$ cat src/rtl/song_block_pkg.sv
// Shared defaults, state encoding and word-layout helper
// for the song block streamer.
package song_block_pkg;

   localparam int NOTE_W_DEF          = 16;
   localparam int MAX_NOTES_DEF       = 4;
   localparam int SIZE_W_DEF          = 3;
   localparam int BLOCKS_PER_SONG_DEF = 16;
   localparam int NUM_SONGS_DEF       = 32;
   localparam int IDX_W_DEF           =
      $clog2(NUM_SONGS_DEF * BLOCKS_PER_SONG_DEF);

   typedef enum logic [2:0] {
      S_IDLE  = 3'd0,
      S_FETCH = 3'd1,
      S_WAIT  = 3'd2,
      S_HOLD  = 3'd3,
      S_DONE  = 3'd4
   } state_t;

   // LSB of note slot k inside a memory word.
   function automatic int note_lsb(
      input int size_w,
      input int note_w,
      input int k
   );
      return size_w + k * note_w;
   endfunction

endpackage

$ cat src/rtl/song_block_streamer_unpack.sv
// Combinational unpack of one block word: size clamp,
// clamp flag, end marker detect and unused-slot masking.
module block_word_unpack
   import song_block_pkg::*;
#(
   parameter int NOTE_W    = NOTE_W_DEF,
   parameter int MAX_NOTES = MAX_NOTES_DEF,
   parameter int SIZE_W    = SIZE_W_DEF
) (
   input  logic [SIZE_W+MAX_NOTES*NOTE_W-1:0] word_i,
   output logic [SIZE_W-1:0]                  size_o,
   output logic [MAX_NOTES*NOTE_W-1:0]        notes_o,
   output logic                               clamp_o,
   output logic                               zero_o
);

   localparam logic [SIZE_W-1:0] MAX_L = SIZE_W'(MAX_NOTES);

   logic [SIZE_W-1:0] raw;

   assign raw     = word_i[SIZE_W-1:0];
   assign zero_o  = (raw == '0);
   assign clamp_o = (raw > MAX_L);
   assign size_o  = clamp_o ? MAX_L : raw;

   for (genvar k = 0; k < MAX_NOTES; k++) begin : g_note
      localparam int LSB = note_lsb(SIZE_W, NOTE_W, k);
      assign notes_o[k*NOTE_W +: NOTE_W] =
         (int'(size_o) > k) ? word_i[LSB +: NOTE_W] : '0;
   end

endmodule

$ cat src/rtl/song_block_streamer.sv
// Walks one song's blocks through a sync-read ROM and
// presents each unpacked block on a valid/ready port.
module song_block_streamer
   import song_block_pkg::*;
#(
   parameter int NOTE_W          = NOTE_W_DEF,
   parameter int MAX_NOTES       = MAX_NOTES_DEF,
   parameter int SIZE_W          = SIZE_W_DEF,
   parameter int BLOCKS_PER_SONG = BLOCKS_PER_SONG_DEF,
   parameter int NUM_SONGS       = NUM_SONGS_DEF,
   parameter int IDX_W           =
      $clog2(NUM_SONGS * BLOCKS_PER_SONG),
   // one spare bit so out-of-range selections can be seen
   localparam int SEL_W   = $clog2(NUM_SONGS + 1),
   localparam int NOTES_W = MAX_NOTES * NOTE_W,
   localparam int WORD_W  = SIZE_W + NOTES_W
) (
   input  logic               clk,
   input  logic               rst,
   input  logic               start,
   input  logic [SEL_W-1:0]   song_sel,
   input  logic               abort,
   output logic               mem_rd_en,
   output logic [IDX_W-1:0]   mem_addr,
   input  logic [WORD_W-1:0]  mem_rdata,
   output logic               out_valid,
   input  logic               out_ready,
   output logic [NOTES_W-1:0] out_notes,
   output logic [SIZE_W-1:0]  out_block_size,
   output logic [SIZE_W-1:0]  out_prev_block_size,
   output logic [IDX_W-1:0]   out_block_idx,
   output logic               out_last,
   output logic               done,
   output logic               err
);

   localparam int BLK_W = $clog2(BLOCKS_PER_SONG);
   localparam logic [BLK_W-1:0] BLK_LAST =
      BLK_W'(BLOCKS_PER_SONG - 1);
   localparam logic [SEL_W-1:0] SONGS_L = SEL_W'(NUM_SONGS);

   state_t             state_q, state_d;
   logic [SEL_W-1:0]   song_q, song_d;
   logic [BLK_W-1:0]   blk_q, blk_d;
   logic [SIZE_W-1:0]  prev_q, prev_d;
   logic [SIZE_W-1:0]  size_q, size_d;
   logic [NOTES_W-1:0] notes_q, notes_d;
   logic [IDX_W-1:0]   idx_q, idx_d;
   logic               last_q, last_d;
   logic               err_q, err_d;

   logic [SIZE_W-1:0]  u_size;
   logic [NOTES_W-1:0] u_notes;
   logic               u_clamp;
   logic               u_zero;

   logic               sel_ok;
   logic               accept;
   logic               reject;
   logic               kill;
   logic               hs;
   logic [IDX_W-1:0]   addr;

   block_word_unpack #(
      .NOTE_W    (NOTE_W),
      .MAX_NOTES (MAX_NOTES),
      .SIZE_W    (SIZE_W)
   ) u_unpack (
      .word_i  (mem_rdata),
      .size_o  (u_size),
      .notes_o (u_notes),
      .clamp_o (u_clamp),
      .zero_o  (u_zero)
   );

   assign sel_ok = (song_sel < SONGS_L);
   assign accept = (state_q == S_IDLE) && start && sel_ok;
   assign reject = (state_q == S_IDLE) && start && !sel_ok;
   assign kill   = abort && (state_q != S_IDLE);
   assign hs     = (state_q == S_HOLD) && out_ready;
   assign addr   = (IDX_W'(song_q) << BLK_W) | IDX_W'(blk_q);

   // Sequencing: fetch, wait a cycle for data, hold until taken.
   always_comb begin
      state_d = state_q;
      unique case (state_q)
         S_IDLE:  if (accept) state_d = S_FETCH;
         S_FETCH: state_d = S_WAIT;
         S_WAIT:  state_d = u_zero ? S_DONE : S_HOLD;
         S_HOLD: begin
            if (out_ready) state_d = last_q ? S_DONE : S_FETCH;
         end
         S_DONE:  state_d = S_IDLE;
         default: state_d = S_IDLE;
      endcase
      if (kill) state_d = S_IDLE;
   end

   // Song/block counters, captured block fields and sticky error.
   always_comb begin
      song_d  = song_q;
      blk_d   = blk_q;
      prev_d  = prev_q;
      size_d  = size_q;
      notes_d = notes_q;
      idx_d   = idx_q;
      last_d  = last_q;
      err_d   = err_q;
      if (accept) begin
         song_d = song_sel;
         blk_d  = '0;
         prev_d = '0;
         err_d  = 1'b0;
      end
      if (reject) err_d = 1'b1;
      if (!kill) begin
         if (state_q == S_WAIT) begin
            notes_d = u_notes;
            size_d  = u_size;
            idx_d   = addr;
            last_d  = (blk_q == BLK_LAST);
            if (u_clamp) err_d = 1'b1;
         end
         if (hs) begin
            prev_d = size_q;
            if (!last_q) blk_d = blk_q + BLK_W'(1);
         end
      end
   end

   // State register.
   always_ff @(posedge clk or posedge rst) begin
      if (rst) state_q <= S_IDLE;
      else     state_q <= state_d;
   end

   // Datapath registers.
   always_ff @(posedge clk or posedge rst) begin
      if (rst) begin
         song_q  <= '0;
         blk_q   <= '0;
         prev_q  <= '0;
         size_q  <= '0;
         notes_q <= '0;
         idx_q   <= '0;
         last_q  <= 1'b0;
         err_q   <= 1'b0;
      end else begin
         song_q  <= song_d;
         blk_q   <= blk_d;
         prev_q  <= prev_d;
         size_q  <= size_d;
         notes_q <= notes_d;
         idx_q   <= idx_d;
         last_q  <= last_d;
         err_q   <= err_d;
      end
   end

   assign mem_rd_en           = (state_q == S_FETCH);
   assign mem_addr            = mem_rd_en ? addr : '0;
   assign out_valid           = (state_q == S_HOLD);
   assign out_notes           = notes_q;
   assign out_block_size      = size_q;
   assign out_prev_block_size = prev_q;
   assign out_block_idx       = idx_q;
   assign out_last            = last_q & out_valid;
   assign done                = (state_q == S_DONE);
   assign err                 = err_q;

endmodule

$ cat config.mk
export PLATFORM = sky130hd
export DESIGN_NAME = song_block_streamer
export DESIGN_NICKNAME = d
export VERILOG_FILES = /design/src/rtl/song_block_pkg.sv /design/src/rtl/song_block_streamer_unpack.sv /design/src/rtl/song_block_streamer.sv
export SDC_FILE = /design/constraint.sdc
export NUM_CORES = 1
export LEC_CHECK = 0
export CORE_ASPECT_RATIO = 1.4
export CORE_UTILIZATION = 35
export CTS_CLUSTER_DIAMETER = 60
export DETAILED_ROUTE_END_ITERATION = 10
export GPL_ROUTABILITY_DRIVEN = 0
export PLACE_DENSITY = 0.69
export SKIP_LAST_GASP = 1
export SLEW_MARGIN = 0
export SYNTH_ARGS = -nofsm -noshare
export SYNTH_HDL_FRONTEND = slang
export SYNTH_SLANG_ARGS = --single-unit
$ cat constraint.sdc
create_clock -name clk -period 3.85 [get_ports clk]
set_input_delay 0.5775 -clock clk [delete_from_list [all_inputs] [get_ports clk]]
set_output_delay 0.5775 -clock clk [all_outputs]
set_load 0.03 [all_outputs]
==> reports/results.ini, run 1 <==
[synth]
syn_nets = 408
synthFlopType = dfrtp_1
ys_seq_area_share_pct = 61.7
avgSynthCellArea_um2 = 11.5
ys_ff_latch = 93
synth_area_um2 = 3770
yosys_warnings = 0
async_flop_share_pct = 100
synthCells = 329
synth_cell_types = 32
synth_edf_count = 0

[timing]
fin_crit_ns = 2.64
setup_violations = 0
drv_slew = 0
final.setup.tns_ns = 0
relSlewSlack_pct = 25.9
hold_viol = 0
fin_crit_sh_pct = 68.6
worst_pin_slew_ns = 1.10
max_freq_mhz = 379
finClkSkew_ns = 0.0124
rsz0062_at_grt = false

[power]
power_per_cell_area_nw_per_um2 = 788
total_power_mw = 4.59
leakage_nw = 2.53
peakVddDrop_uv = 324

[global_route]
grtUsageTotal_pct = 17.8
antenna_found_initial = 0
grt_pass1_vias = 2973
overflow = 0
grt_pass1_wl_um = 15800
grt_max_degree = 69

[setup_path]
crit_required_ns = 3.27
crit_family = buffers and inverters
worstSetupPathType = reg -> out
cp_max_fo = 10
crit_slowest_cell = clkdlybuf4s50_1
crit_buf_inv = 2
startpoint_type = register
r2r_end = out_prev_block_size[0]
end_kind = output pin
r2r_start = state_q[1]
ff2ff_path_depth = 4
slowest_delay_ns = 0.67
cp_cell_sequence = nor3b_1 -> buf_4 -> and2_1 -> clkdlybuf4s50_1
worstPathArrival_ns = 2.06
ff2ff_setup_slack_ns = 1.58

[hold_path]
min_from = out_notes[62]
hold_depth = 2
hold_end = out_notes[62]
hold_path.class = reg -> reg

[clock_network]
post_cts_buffers = 0
cts_max_path_buffers = 2
cts_buffers = 9
h-tree-depth = 3
cts_hold_buf = 0
tritoncts = done
cts_root_buffer = clkbuf_16
ctsResizeCount = 0
cts.sinks = 93
clkTransAtPathRegs_ns = 0.07
clock_latency_ns = 0.34

[floorplanning]
ioPinCount = 171
die_h_um = 125
dieArea_um2 = 11200
die_x_um = 89.7
core_um2 = 10400
initial_core_util_pct = 36.2
rows = 44

[drt]
wl_per_cell_um = 15.3
drt-initial-drc-count = 118
vias = 3039
ant_nets = 0
dr.pass1.iters = 4
drc_errors = 0
routed_via_density = 4.80
wl_um = 9670

[layout]
diodes = 0
fin_nets = 569
drive_gt1_share_pct = 8.69
area_growth_syn_to_layout_pct = 54.3
fillers = 903

[job]
drv_cap = 0

[status]
status = completed

[place]
dp_hpwl_um = 6910
io_buffers = 170

-- cell usage after synthesis, drive strengths merged, types with 2 or more instances --
cell	instances	area, um^2
a22o	37	324
and2	10	62.6
buf	15	124
clkbuf	9	35.0
dfrtp	93	2330
inv	2	7.51
mux2	17	191
nand2	70	263
nand2b	3	26.3
nand3	2	10.0
nor2	11	56.3
nor3	5	25.0
nor4b	3	26.3
o21ai	39	195
-- flip-flops by register name, summed over array words and instances, names as in the netlist --
signal / cells
state_q: 3
out_block_size: 3
out_prev_block_size: 3
blk_q: 4
out_notes: 64
out_block_idx: 9
song_q: 5
err: 1
last_q: 1
-- layer usage --
| layer | vias up | track usage [%] | wire (um) |
|---|---|---|---|
| li1 | 1457 | - | - |
| met1 | 1462 | 22.0 | 3970 |
| met2 | 108 | 30.1 | 4950 |
| met3 | 12 | 3.05 | 532 |
| met4 | 0 | 8.49 | 214 |
| met5 | - | 0 | 0 |
-- where the power goes --
group	internal (mW)	leakage [nW]	switching, mW	total [mW]
clock network	0.454	0.137	0.406	0.860
registers	1.36	1.20	0.232	1.59
logic	0.955	1.19	1.18	2.14
-- layout make-up --
| class | instances | area (um^2) | area share, % |
|---|---|---|---|
| sequential | 93 | 2330 | 40.0 |
| timing repair buffer | 174 | 1730 | 29.8 |
| multi-input combinational | 210 | 1280 | 22.0 |
| clock buffer | 9 | 225 | 3.87 |
| tap | 138 | 173 | 2.97 |
| clock inverter | 7 | 68.8 | 1.18 |
| inverter | 2 | 10.0 | 0.172 |
-- per-stage QoR --
stage / hold WS, ns / cells / setup slack, ns / cell area [um^2] / utilization, %
after floorplan: 0.482 / 329 / 0.852 / 3770 / -
after global placement: 0.461 / 617 / 1.16 / 5520 / 53.1
after detailed placement: 0.471 / 617 / 1.06 / 5520 / 53.1
after CTS: 0.486 / 633 / 1.20 / 5820 / 55.9
after global routing: 0.501 / 633 / 1.10 / 5820 / 55.9
final: 0.480 / 633 / 1.21 / 5820 / 55.9
-- tightest hold or removal path: cells and delay by family, from the launching register on --
family	cells	cell delay, ns
AO/OA/AOI/OAI	1	0.06
flip-flops	1	0.34
AND/OR/NAND/NOR	1	0.04
-- logic make-up (layout without fill, tap and decap cells) --
kind of cell               Yosys count  after routing  share of synthesized area (%)
xor gates and xnor gates             1              1                          0.232
muxes                               18             18                           5.34
DFF                                 93             93                           61.7
buffers and inverters               26            192                           4.41
and+or+nand+nor                    111            111                           13.7
adders and majority gates            1              1                          0.332
AOI/OAI and AO/OA                   79             79                           14.2
-- how the worst max path moves through the flow --
stage                from                      to  slack [ns]  depth (start not counted)
6_report       state_q[1]             mem_addr[7]        1.21                          4
3_5_place_dp        start  out_prev_block_size[0]        1.06                          5
4_1_cts        state_q[1]             mem_addr[8]        1.20                          4
3_3_place_gp        start  out_prev_block_size[2]        1.16                          5
5_1_grt        state_q[1]             mem_addr[7]        1.10                          4
2_1_floorplan         rst                blk_q[0]        0.85                          1
-- layout by cell type (no fill, tap or decap), types with 3 or more instances in the layout --
cell,Yosys,final
dfrtp_1,93,93
clkbuf_16,0,9
clkdlybuf4s50_1,0,170
nand2_1,70,70
mux2_2,17,17
o21ai_0,39,39
a22o_1,37,37
and2_1,10,10
nor3_1,5,5
nor4b_1,3,3
buf_4,2,4
nor2_1,9,9
No activity file was read; power rests on OpenSTA's default activity.
==> run 2: changes to the inputs <==
==> constraint.sdc (replaced) <==
create_clock -name clk -period 2.6 [get_ports clk]
set_input_delay 0.39 -clock clk [delete_from_list [all_inputs] [get_ports clk]]
set_output_delay 0.39 -clock clk [all_outputs]
set_load 0.03 [all_outputs]
==> reports/results.ini, run 2 (synthesis results as in run 1) <==
[layout]
layout_common_cells = clkdlybuf4s50_1, dfrtp_1, nand2_1, o21ai_0, a22o_1
fin_nets = 573
largest_reg_flops = 64
layout_commonest_cell = clkdlybuf4s50_1
area_growth_syn_to_layout_pct = 56.0
drive_gt1_share_pct = 10.4
instances_no_fill = 637
diodes = 0
fin_util_pct = 56.5

[global_route]
grtUsageMet2_pct = 29.6
grt_max_degree = 53
antenna_found_initial = 0
grt_pass1_vias = 2959
busiest_layer = met2
overflow = 0
use_met3_pct = 5.19
grtUsageTotal_pct = 17.7
met1_usage_pct = 20.9
grt_pass1_wl_um = 15400

[power]
clkPwrFrac_pct = 19.0
p_switching_mw = 2.74
power.share.switching_pct = 39.8
total_power_mw = 6.87
power_per_cell_area_nw_per_um2 = 1170
pwr-share-comb_pct = 46.6
peakVddDrop_uv = 628
p_seq_share_pct = 34.4
leakage_nw = 2.58
intPower_mw = 4.13

[floorplanning]
die_h_um = 125
dieArea_um2 = 11200
core_um2 = 10400
rows = 44
initial_core_util_pct = 36.2
ioPinCount = 171
die_x_um = 89.7

[timing]
finClkSkew_ns = 0.0121
setup_violations = 0
relSlewSlack_pct = 55.8
hold_viol = 0
rsz0062_at_grt = false
fin_ws_ns = 0.161
fin_crit_sh_pct = 93.8
final.setup.tns_ns = 0
worst_pin_slew_ns = 0.662
fin_crit_ns = 2.44
drv_slew = 0
max_freq_mhz = 410

[drt]
drt-initial-drc-count = 166
vias = 3042
wl_um = 9650
routed_via_density = 4.78
drc_errors = 0
wl_per_cell_um = 15.1
ant_nets = 0
dr.pass1.iters = 4

[setup_path]
r2r_start = state_q[0]
ff2ff_setup_slack_ns = 0.73
end_kind = output pin
cp_max_fo = 10
crit_path_start = state_q[0]
startpoint_type = register
crit_required_ns = 2.21
worstPathArrival_ns = 2.05
worstSetupPathType = reg -> out

[clock_network]
cts_max_path_buffers = 2
cts_root_buffer = clkbuf_16
clock_latency_ns = 0.35
tritoncts = done
h-tree-depth = 3
clkTransAtPathRegs_ns = 0.08
cts.sinks = 93
cts_buffers = 9
post_cts_buffers = 0
cts_hold_buf = 0
ctsResizeCount = 0

[place]
dp_hpwl_um = 7000
io_buffers = 170
post-place-ws_ns = 0.420
post-place-cells = 621

[job]
drv_cap = 0

[status]
status = completed

[hold_path]
hold_path.class = in -> async

==> run 2: path summary, 6_finish.rpt <==
kind,endpoint,cells after the start
max reg2reg,out_notes[32],4
min in group clk,out_notes[26],2
min reg2reg,out_notes[26],2
max,mem_addr[8],4
max in group asynchronous,blk_q[0],3
min,out_notes[34],2
==> run 2: final cells by class <==
class                   count  area [um^2]
well taps                 138          173
fillers                   898         4520
multi-input cells         210         1280
repair buffers            178         1790
flip-flops and latches     93         2330
inverters                   2         11.3
clock buffers               9          225
clock inverters             7         76.3
==> run 2: stage by stage <==
stage                     hold slack, ns  cell area (um^2)
final                              0.254              5880
after global routing               0.248              5880
after CTS                          0.247              5880
after detailed placement           0.472              5580
after global placement             0.463              5580
after floorplan                    0.456              3770
==> run 2: power groups by stage <==
stage               sequential (mW)  clock [mW]  combinational, mW
finish                         2.36        1.30               3.20
floorplan                      3.32           0              0.860
detailed placement             2.38           0               3.23
global route                   2.44        1.40               3.37
CTS                            2.37        1.34               3.23
global placement               2.37           0               3.18
==> run 2: critical path, stage by stage, from the launching register on <==
cell and delay [ns]:
dfrtp_1 0.49, nor3b_1 0.22, buf_4 0.19, and2_1 0.14, clkdlybuf4s50_1 0.66
==> run 2: per-layer routing <==
metal / wire [um] / vias to the layer above
li1: - / 1467
met1: 3970 / 1437
met4: 250 / 0
met5: 0 / -
met3: 606 / 19
met2: 4820 / 119
==> run 3: changes to the inputs <==
--- a/config.mk
+++ b/config.mk
@@ -12,7 +12,6 @@
 export GPL_ROUTABILITY_DRIVEN = 0
 export PLACE_DENSITY = 0.69
 export SKIP_LAST_GASP = 1
-export SLEW_MARGIN = 0
 export SYNTH_ARGS = -nofsm -noshare
 export SYNTH_HDL_FRONTEND = slang
 export SYNTH_SLANG_ARGS = --single-unit
==> results of run 3 <==
Same layout as run 2: the final DEF is identical, and so are final timing and power.
==> patch: new RTL, settings of run 1 <==
Re-encode `state_t` (5 states) as one-hot, 5 bits wide.
--- a/src/rtl/song_block_pkg.sv
+++ b/src/rtl/song_block_pkg.sv
@@ -12,8 +12,8 @@
 
-   typedef enum logic [2:0] {
-      S_IDLE  = 3'd0,
-      S_FETCH = 3'd1,
-      S_WAIT  = 3'd2,
-      S_HOLD  = 3'd3,
-      S_DONE  = 3'd4
+   typedef enum logic [4:0] {
+      S_IDLE  = 5'b00001,
+      S_FETCH = 5'b00010,
+      S_WAIT  = 5'b00100,
+      S_HOLD  = 5'b01000,
+      S_DONE  = 5'b10000
    } state_t;
Function: same outputs for any inputs over 4 cycles, from zero or initial values and one cycle with rst high; so few cycles prove little.
==> patch against run 1 <==
  * Synthesized area rose by 4.8%
  * Worst setup slack got worse by 0.58 ns
  * Combinational power fell by 47%
  * Clock power rose by 3.0%
  * Synthesized cell count rose by 14%
  * Total power fell by 26%
  * Die area rose by 4.7%
  * Via count rose by 4.3%
  * Sequential cell count rose by 2
  * Cell area rose by 3.9%
  * Utilization fell by 0.56 points
  * Wire length rose by 3.4%
  * Non-clock buffer count rose by 1
  * Largest cell class unchanged
==> patch: results (changes against run 1) <==
Outcome: finished clean
Leakage power: 2.68 nW (+6.1%)
Net Count, Synth: 454 (+11%)
Global-route wire length before repair: 16300 um (+3.2%)
Area contributors post-synth: dfrtp_1 (60%), nand2_1 (10%), o21ai_0 (7.5%)
Worst hold path startpoint: out_notes[33]$_DFFE_PP0P_
Layout cells sized above 1: 0.0775 (-0.00938)
Dpl ws: 0.974 ns (-0.0840 ns)
Top cells by count, synth: nand2_1 (106), dfrtp_1 (94), o21ai_0 (59)
Hpwl dp: 7190 um (+4.0%)
# fillers: 972 (+7.6%)
Yosys cell types: 38 (+19%)
Syn Area/Cell: 10.5 um2 (-8.0%)
Max FFs per register: 64 (unchanged)
Top Family by Delay on Critical Path: simple AND/OR/NAND/NOR gates
Adder-cell share of the synthesized area: 0.00317 (-0.000152)
1st-iter DRT viols: 107 (-9.3%)
Met1 Resource Use GR: 0.214 (-0.00604)
Nets: 616 (+8.3%)
Top-count cell post-synth: nand2_1
Post-synthesis xor/xnor area fraction: 0.00443 (+0.00211)
DRT Wirelength: 10000 um (+3.4%)
Worst reg2reg startpoint: state_q[1]$_DFFE_PP0P_
Critical path arrival: 2.64 ns (+0.58 ns)
Largest net degree at the start of global routing: 60 (-13%)
Mux cell area share after synthesis: 0.0535 (+0.0000806)
Register area share after synthesis: 0.602 (-0.0153)
Number of global-route vias before repair: 3223 (+8.4%)
Setup Skew: 0.00559 ns (-0.00681 ns)
Compound-Gate Fraction of Synth Area: 0.120 (-0.0224)
Sw power: 1.13 mW (-38%)
Met2 Use GR: 0.313 (+0.0122)
Non-Filler Instances: 683 (+7.9%)
Peak supply drop: 0.282 mV (-13%)
Total number of vias: 3171 (+4.3%)
Inst Count DP: 667 (+8.1%)
CP Launch Point: state_q[2]$_DFFE_PP0P_
Met3 usage: 0.0391 (+0.00862)
Worst rel slew slack: 0.600 (+0.341)
GRT Total Usage: 0.179 (+0.000890)
-- patch: cell count changes after synthesis, moves of 7 or more --
cell / delta
nand2_1: +36
a22o_1: -20
o21ai_0: +20
mux2_2: -12
mux2_4: +9
clkbuf_1: +7
-- patch: layout make-up --
cell class	count	area share
clock buffers	9	0.0372
clock inverters	7	0.0122
inverters	4	0.00290
multi-input cells	252	0.238
flip-flops and latches	95	0.393
well taps	141	0.0292
repair buffers	175	0.288
-- patch: cell families after synthesis --
logic type,count (synthesis)
adders and majority gates,1
xor gates and xnor gates,2
and+or+nand+nor,152
DFF,95
buffers and inverters,28
muxes,16
AOI/OAI and AO/OA,81
-- patch: power groups by stage --
stage	registers, mW	logic [mW]	clock network [mW]
final	1.34	1.14	0.886
after global routing	1.37	1.22	0.950
after CTS	1.35	1.16	0.909
after detailed placement	1.36	1.15	0
after global placement	1.35	1.14	0
after floorplan	1.69	0.283	0
-- patch: metrics by stage --
stage	hold slack (ns)	instance area (um2)	util	power [mW]
after floorplan	0.489	3950	-	1.98
after global placement	0.463	5750	0.526	2.49
after detailed placement	0.470	5750	0.526	2.51
after CTS	0.485	6050	0.554	3.41
after global routing	0.505	6050	0.554	3.54
final	0.478	6050	0.554	3.37
-- patch: path summary, 6_finish.rpt --
path / end / slack (ns) / cells past startpoint
worst max-delay path: mem_addr[6] / 0.63 / 4
worst min-delay path: out_notes[33]$_DFFE_PP0P_ / 0.48 / 2
worst max register to register: out_block_idx[0]$_DFFE_PP0P_ / 1.51 / 4
worst min register to register: out_notes[33]$_DFFE_PP0P_ / 0.48 / 2
max in group asynchronous: out_notes[43]$_DFFE_PP0P_ / 2.44 / 3
min in group asynchronous: out_notes[47]$_DFFE_PP0P_ / 0.66 / 2
-- patch: layer usage --
| layer | vias up | share of wire |
|---|---|---|
| li1 | 1584 | - |
| met1 | 1474 | 0.41 |
| met2 | 101 | 0.52 |
| met3 | 12 | 0.049 |
| met4 | 0 | 0.019 |
| met5 | - | 0 |
-- patch: worst reg2reg max path: cells and delay by family (launching register included) --
kind                   cells  cell delay, ns
flip-flops                 1            0.46
buffers and inverters      1            0.45
multiplexers               1            0.33
AND/OR/NAND/NOR            2            1.00
